**src/rtl/duc_ctrl_pkg.sv**
```systemverilog
// Shared definitions for the DUC transmit scheduler: FSM states, DUC command
// words and local-bus address defaults.
package duc_ctrl_pkg;

  typedef enum logic [3:0] {
    ST_IDLE  = 4'd0,
    ST_START = 4'd1,
    ST_DATA  = 4'd2,
    ST_PAD   = 4'd3,
    ST_GAP   = 4'd4,
    ST_END   = 4'd5,
    ST_TRIG  = 4'd6,
    ST_WAIT  = 4'd7,
    ST_DRAIN = 4'd8,
    ST_ABORT = 4'd9
  } state_e;

  localparam logic [31:0] CMD_DOWN_START = 32'h0000_5555;
  localparam logic [31:0] CMD_DOWN_END   = 32'h0000_8888;
  localparam logic [31:0] CMD_DOWN_TRIG  = 32'h0000_FFFF;
  localparam logic [31:0] CMD_CLEAR      = 32'h0000_0000;

  localparam logic [13:0] DEF_START_ADDR  = 14'd12000;
  localparam logic [13:0] DEF_CMD_ADDR    = 14'd16000;
  localparam int          DEF_FRAME_WORDS = 3840;
  localparam logic [31:0] DEF_TIMEOUT_CYC = 32'd5000000;

  localparam int WCNT_W = 12;
  // The command register only reflects the TRIG write a couple of cycles later.
  localparam logic [31:0] POLL_DLY = 32'd2;

endpackage

```
**src/rtl/rr_arb2.sv**
```systemverilog
// Two-requester round-robin arbiter. On a tie the channel that did not hold
// the last completed grant wins; last_grant resets to 1 so ch0 wins first.
module rr_arb2 (
  input  logic       clk,
  input  logic       rst_n,
  input  logic [1:0] req,
  input  logic       upd,
  input  logic       upd_ch,
  output logic       gnt_vld,
  output logic       gnt_ch
);

  logic last_q;
  logic last_d;

  always_comb begin
    gnt_vld = |req;
    gnt_ch  = (req == 2'b11) ? ~last_q : req[1];
    last_d  = upd ? upd_ch : last_q;
  end

  always_ff @(posedge clk or negedge rst_n) begin
    if (!rst_n) begin
      last_q <= 1'b1;
    end else begin
      last_q <= last_d;
    end
  end

endmodule

```
**src/rtl/duc_tx_sched.sv**
```systemverilog
// Local-bus master that writes one frame from ch0/ch1 into DUC baseband RAM,
// runs the download/trigger command sequence and polls for completion.
module duc_tx_sched
  import duc_ctrl_pkg::*;
#(
  parameter logic [13:0] START_ADDR  = DEF_START_ADDR,
  parameter int          FRAME_WORDS = DEF_FRAME_WORDS,
  parameter logic [13:0] CMD_ADDR    = DEF_CMD_ADDR,
  parameter logic [31:0] TIMEOUT_CYC = DEF_TIMEOUT_CYC
) (
  input  logic        rst_n,
  input  logic        lbs_clk,
  input  logic        s0_tvalid,
  output logic        s0_tready,
  input  logic [31:0] s0_tdata,
  input  logic        s0_tlast,
  input  logic        s1_tvalid,
  output logic        s1_tready,
  input  logic [31:0] s1_tdata,
  input  logic        s1_tlast,
  output logic        m_lbs_we,
  output logic [13:0] m_lbs_addr,
  output logic [31:0] m_lbs_din,
  input  logic [31:0] duc_cmd_register,
  output logic [1:0]  done,
  output logic [1:0]  err,
  output logic        busy,
  output logic        owner
);

  localparam logic [WCNT_W-1:0] LAST_W = WCNT_W'(FRAME_WORDS - 1);

  state_e              state_q, state_d;
  logic                owner_q, owner_d;
  logic [WCNT_W-1:0]   wcnt_q, wcnt_d;
  logic [31:0]         tcnt_q, tcnt_d;
  logic                eflag_q, eflag_d;
  logic                we_q, we_d;
  logic [13:0]         addr_q, addr_d;
  logic [31:0]         din_q, din_d;
  logic [1:0]          tready_q, tready_d;
  logic [1:0]          done_q, done_d;
  logic [1:0]          err_q, err_d;
  logic                busy_q, busy_d;

  logic                gnt_vld;
  logic                gnt_ch;
  logic                arb_upd;
  logic                sel_valid;
  logic [31:0]         sel_data;
  logic                sel_last;
  logic                accept;
  logic [13:0]         ram_addr;

  rr_arb2 u_arb (
    .clk     (lbs_clk),
    .rst_n   (rst_n),
    .req     ({s1_tvalid, s0_tvalid}),
    .upd     (arb_upd),
    .upd_ch  (owner_q),
    .gnt_vld (gnt_vld),
    .gnt_ch  (gnt_ch)
  );

  always_comb begin
    state_d  = state_q;
    owner_d  = owner_q;
    wcnt_d   = wcnt_q;
    tcnt_d   = tcnt_q;
    eflag_d  = eflag_q;
    we_d     = 1'b0;
    addr_d   = '0;
    din_d    = '0;
    done_d   = '0;
    err_d    = '0;
    arb_upd  = 1'b0;

    sel_valid = owner_q ? s1_tvalid : s0_tvalid;
    sel_data  = owner_q ? s1_tdata  : s0_tdata;
    sel_last  = owner_q ? s1_tlast  : s0_tlast;
    accept    = sel_valid & tready_q[owner_q];
    ram_addr  = START_ADDR + {2'b00, wcnt_q};

    case (state_q)
      ST_IDLE: begin
        if (gnt_vld) begin
          owner_d = gnt_ch;
          wcnt_d  = '0;
          eflag_d = 1'b0;
          state_d = ST_START;
        end
      end
      ST_START: begin
        we_d    = 1'b1;
        addr_d  = CMD_ADDR;
        din_d   = CMD_DOWN_START;
        state_d = ST_DATA;
      end
      ST_DATA: begin
        if (accept) begin
          we_d   = 1'b1;
          addr_d = ram_addr;
          din_d  = sel_data;
          wcnt_d = wcnt_q + 1'b1;
          if (wcnt_q == LAST_W) begin
            if (sel_last) begin
              state_d = ST_GAP;
            end else begin
              eflag_d = 1'b1;
              state_d = ST_DRAIN;
            end
          end else if (sel_last) begin
            state_d = ST_PAD;
          end
        end
      end
      ST_PAD: begin
        we_d   = 1'b1;
        addr_d = ram_addr;
        wcnt_d = wcnt_q + 1'b1;
        if (wcnt_q == LAST_W) begin
          state_d = ST_GAP;
        end
      end
      ST_GAP: begin
        // In-range address with we low drops the DUC's RAM write enable.
        addr_d  = START_ADDR;
        state_d = ST_END;
      end
      ST_END: begin
        we_d    = 1'b1;
        addr_d  = CMD_ADDR;
        din_d   = CMD_DOWN_END;
        state_d = eflag_q ? ST_ABORT : ST_TRIG;
      end
      ST_TRIG: begin
        we_d    = 1'b1;
        addr_d  = CMD_ADDR;
        din_d   = CMD_DOWN_TRIG;
        tcnt_d  = '0;
        state_d = ST_WAIT;
      end
      ST_WAIT: begin
        if ((tcnt_q >= POLL_DLY) && (duc_cmd_register == 32'd0)) begin
          done_d[owner_q] = 1'b1;
          arb_upd         = 1'b1;
          state_d         = ST_IDLE;
        end else if (tcnt_q == TIMEOUT_CYC - 32'd1) begin
          state_d = ST_ABORT;
        end else begin
          tcnt_d = tcnt_q + 32'd1;
        end
      end
      ST_DRAIN: begin
        if (accept && sel_last) begin
          state_d = ST_GAP;
        end
      end
      ST_ABORT: begin
        we_d           = 1'b1;
        addr_d         = CMD_ADDR;
        din_d          = CMD_CLEAR;
        err_d[owner_q] = 1'b1;
        arb_upd        = 1'b1;
        state_d        = ST_IDLE;
      end
      default: begin
        state_d = ST_IDLE;
      end
    endcase

    // tready is registered, so it is driven from the state being entered.
    tready_d = '0;
    if ((state_d == ST_DATA) || (state_d == ST_DRAIN)) begin
      tready_d[owner_d] = 1'b1;
    end
    busy_d = (state_q != ST_IDLE);
  end

  always_ff @(posedge lbs_clk or negedge rst_n) begin
    if (!rst_n) begin
      state_q  <= ST_IDLE;
      owner_q  <= 1'b0;
      wcnt_q   <= '0;
      tcnt_q   <= '0;
      eflag_q  <= 1'b0;
      we_q     <= 1'b0;
      addr_q   <= '0;
      din_q    <= '0;
      tready_q <= '0;
      done_q   <= '0;
      err_q    <= '0;
      busy_q   <= 1'b0;
    end else begin
      state_q  <= state_d;
      owner_q  <= owner_d;
      wcnt_q   <= wcnt_d;
      tcnt_q   <= tcnt_d;
      eflag_q  <= eflag_d;
      we_q     <= we_d;
      addr_q   <= addr_d;
      din_q    <= din_d;
      tready_q <= tready_d;
      done_q   <= done_d;
      err_q    <= err_d;
      busy_q   <= busy_d;
    end
  end

  assign s0_tready  = tready_q[0];
  assign s1_tready  = tready_q[1];
  assign m_lbs_we   = we_q;
  assign m_lbs_addr = addr_q;
  assign m_lbs_din  = din_q;
  assign done       = done_q;
  assign err        = err_q;
  assign busy       = busy_q;
  assign owner      = owner_q;

endmodule

```
**config.mk**
```make
export PLATFORM = sky130hd
export DESIGN_NAME = duc_tx_sched
export DESIGN_NICKNAME = d
export VERILOG_FILES = /design/src/rtl/duc_ctrl_pkg.sv /design/src/rtl/rr_arb2.sv /design/src/rtl/duc_tx_sched.sv
export SDC_FILE = /design/constraint.sdc
export NUM_CORES = 1
export LEC_CHECK = 0
export ABC_AREA = 1
export CAP_MARGIN = 20
export CORE_UTILIZATION = 30
export DETAILED_ROUTE_END_ITERATION = 7
export PLACE_DENSITY_LB_ADDON = 0.15
export REMOVE_ABC_BUFFERS = 1
export SETUP_SLACK_MARGIN = 0.02
export SYNTH_ARGS = -nofsm -noshare
export SYNTH_HDL_FRONTEND = slang
export SYNTH_HIERARCHICAL = 1
export SYNTH_SLANG_ARGS = --single-unit
```
**constraint.sdc**
```tcl
create_clock -name lbs_clk -period 2.15 [get_ports lbs_clk]
set_clock_uncertainty 0.05 [all_clocks]
set_input_delay 0.3225 -clock lbs_clk [delete_from_list [all_inputs] [get_ports lbs_clk]]
set_output_delay 0.3225 -clock lbs_clk [all_outputs]
set_load 0.02 [all_outputs]
```
==> reports/qor.csv <==
stage;metric;value;unit
cts;cts_setup_buffers;0;
finish;fillers;1942;
setup_path;cp_num_buf_inv;2;
global_routing;grt_start_max_net_pins;40;
setup_path;cp_slowest_stage_delay;0.62;ns
setup_path;required;1.78;ns
drt;drc;0;
floorplan;ios;157;
global_routing;grt-ovfl-total;0;
timing;hold_violations;0;
pwr;p_leak;3.72;nW
finish;fin_nets;1079;
yosys;synth_area_leaders;dfrtp_1, nand2_1, nor2_1;
place;dp_hpwl;13200;um
drt;firstDrtPassIters;5;
drt;dr.first_iter.drc_count;345;
timing;min_period;1.96;ns
yosys;syn_avg_cell_area;7.36;um2
timing;slew_violations;0;
yosys;yosysWarnings;6;
floorplan;start_util;31.0;%
drt;vias_per_cell;4.55;
yosys;netlist_instances;799;
timing;setup_viol;0;
job;maxCapViolCount;0;
place;portBuffers;156;
timing;timing.slew.headroom;60.6;%
floorplan;dieArea;20200;um2
drt;drt_wl_total;17500;um
finish;multi_input_area;2850;um2
finish;final_layout_size_suffix_gt1_share;9.62;%
setup_path;cp_top_family;buffers and inverters;
timing;max_freq;510;MHz
floorplan;coreArea;19000;um2
yosys;synth_cell_types;37;
yosys;synth_top_cell_area_share;44.2;%
pwr;p_per_area;1030;nW/um2
place;place_ws;-0.0772;ns
setup_path;cp-start-kind;flip-flop;
place;postPlaceCellArea;7880;um2
place;gp_congestion;0.857;
timing;worst_pin_slew;0.576;ns
yosys;yosysTopAreaCell;dfrtp_1;
pwr;vdd_drop_max;0.000432;V
timing;setup_ws;0.189;ns
cts;cts_sinks;105;
global_routing;antenna_found_initial;0;
timing;rsz0062_at_grt;true;
floorplan;die_h;142;um
setup_path;cp_cell_sequence;buf_4, clkdlybuf4s50_1;
min_path;hold_path.class;flip-flop to flip-flop;
yosys;synthesis.area;5880;um2
cts;cts.clk_slew.worst_paths;0.07;ns
cts;htreeDepth;3;
global_routing;grt_pass1_wl;28000;um
finish;num_antenna_cells;0;
drt;via_count;5630;
cts;cts_buffer_depth;2;
floorplan;row_count;50;
cts;root_buffer;clkbuf_16;
yosys;seq_area_frac_synth;44.7;%
finish;fin_area;8260;um2
floorplan;die_w;142;um
drt;avgRoutedWirePerCell;14.1;um
cts;insertion_delay;0.35;ns
timing;fin_crit_sh;91.2;%
finish;syn_to_final_growth;40.3;%
global_routing;track_usage;17.8;%
setup_path;worstSetupPathType;flip-flop to output port;
setup_path;timing.critical_path.to_type;output port;
cts;numCtsBuffers;9;
setup_path;worstPathMaxFanout;9;
yosys;ys_ff_latch;105;
cts;cts_tree;yes;
status;status;finished, final reports clean;
global_routing;grt_pass1_vias;5433;
drt;ant_nets;0;
finish;seqCellArea;2630;um2
setup_path;slowest_stage;clkdlybuf4s50_1;
setup_path;crit_arrival;1.59;ns
## routing by layer
| metal | vias to the layer above | track usage [%] | part of all wire (%) |
|---|---|---|---|
| met4 | 0 | 6.73 | 2.0 |
| met1 | 2563 | 23.6 | 47 |
| met5 | - | 0 | 0 |
| li1 | 2878 | - | - |
| met2 | 166 | 28.7 | 44 |
| met3 | 23 | 3.23 | 6.4 |
## state kept, by name, summed over array words and instances, names as in the netlist
register      count
state_q           4
done              2
eflag_q           1
wcnt_q           12
m_lbs_we          1
tcnt_q           32
m_lbs_din        32
busy              1
owner             1
err               2
m_lbs_addr       14
u_arb/last_q      1
tready_q          2
## cells by family after synthesis
kind of cell	after synthesis	synth area share, %
and+or+nand+nor	462	33.0
adders and majority gates	5	1.06
xor gates and xnor gates	23	3.42
buffers and inverters	99	7.00
DFF	105	44.7
muxes	10	1.70
AOI/OAI and AO/OA	95	9.16
## worst paths after layout
kind	startpoint	end	slack, ns	cells after the start
hold / removal	u_arb/last_q	u_arb/last_q	0.44	2
setup / recovery	owner	owner	0.19	2
setup reg to reg	tcnt_q[7]	tcnt_q[27]	0.19	8
max in group asynchronous	rst_n	u_arb/last_q	0.94	3
min in group asynchronous	rst_n	m_lbs_din[9]	0.45	2
hold reg to reg	u_arb/last_q	u_arb/last_q	0.44	2
## Yosys cell counts (all sizes together)
master,count
o21ai,60
mux2i,10
nor4,1
xor2,19
dfstp,1
clkbuf,7
ha,5
a22oi,1
a2111oi,1
a21oi,29
nand2,254
nand4,16
a31oi,1
xnor2,4
o31ai,2
nor2,129
buf,13
nand3,39
nor3,17
o21a,1
nand3b,1
inv,79
or2,5
dfrtp,104
## stage by stage
stage / total power [W] / utilization, % / hold slack [ns] / setup TNS, ns / instances
floorplan: 0.00489 / - / -0.0231 / -22.79 / 779
global placement: 0.00662 / 41.6 / 0.302 / -0.206 / 1220
detailed placement: 0.00661 / 41.6 / 0.305 / -0.196 / 1220
CTS: 0.00862 / 43.5 / 0.444 / 0 / 1237
global route: 0.00912 / 43.6 / 0.458 / 0 / 1237
finish: 0.00850 / 43.6 / 0.436 / 0 / 1237
## report_power, final
part | total (W) | leakage [nW] | switching (W) | internal, W
clock network | 0.00197 | 0.173 | 0.000787 | 0.00118
registers | 0.00278 | 1.37 | 0.000294 | 0.00249
logic | 0.00376 | 2.18 | 0.00224 | 0.00151
## tightest hold or removal path, delay by kind of cell, from the launching register on
family,cells,cell delay [ns]
simple gates,2,0.11
flops,1,0.38
## repair_timing
action / 4_1_cts / 5_1_grt
hold buffers: 1 / 0
hold endpoints to repair: 37 / 0
resized for setup: 0 / 6
setup endpoints to repair: 0 / 14
## placed cells by master (no fill, tap or decap), types with 2 or more instances in the layout
cell type        count
a21oi_1             29
buf_12               3
buf_4               23
bufinv_16            3
clkbuf_16            9
clkdlybuf4s50_1    155
dfrtp_1            103
ha_1                 4
inv_1               71
inv_2                7
inv_6                3
mux2i_1             10
nand2_1            242
nand2_2             11
nand3_1             35
nand3_2              4
nand4_1             16
nor2_1             121
nor2_2               6
nor2_4               2
nor3_1              17
o21ai_0             42
o21ai_1              5
o21ai_2             13
o31ai_1              2
or2_2                4
xnor2_1              4
xor2_1              19
## area by class of cell
type / count / share of cell area, %
inverter: 79 / 3.65
sequential: 105 / 31.9
timing repair buffer: 182 / 21.7
multi-input combinational: 595 / 34.6
clock buffer: 10 / 2.89
tap: 260 / 3.94
clock inverter: 6 / 1.36
Note: power is estimated with default switching activity, not from simulation.
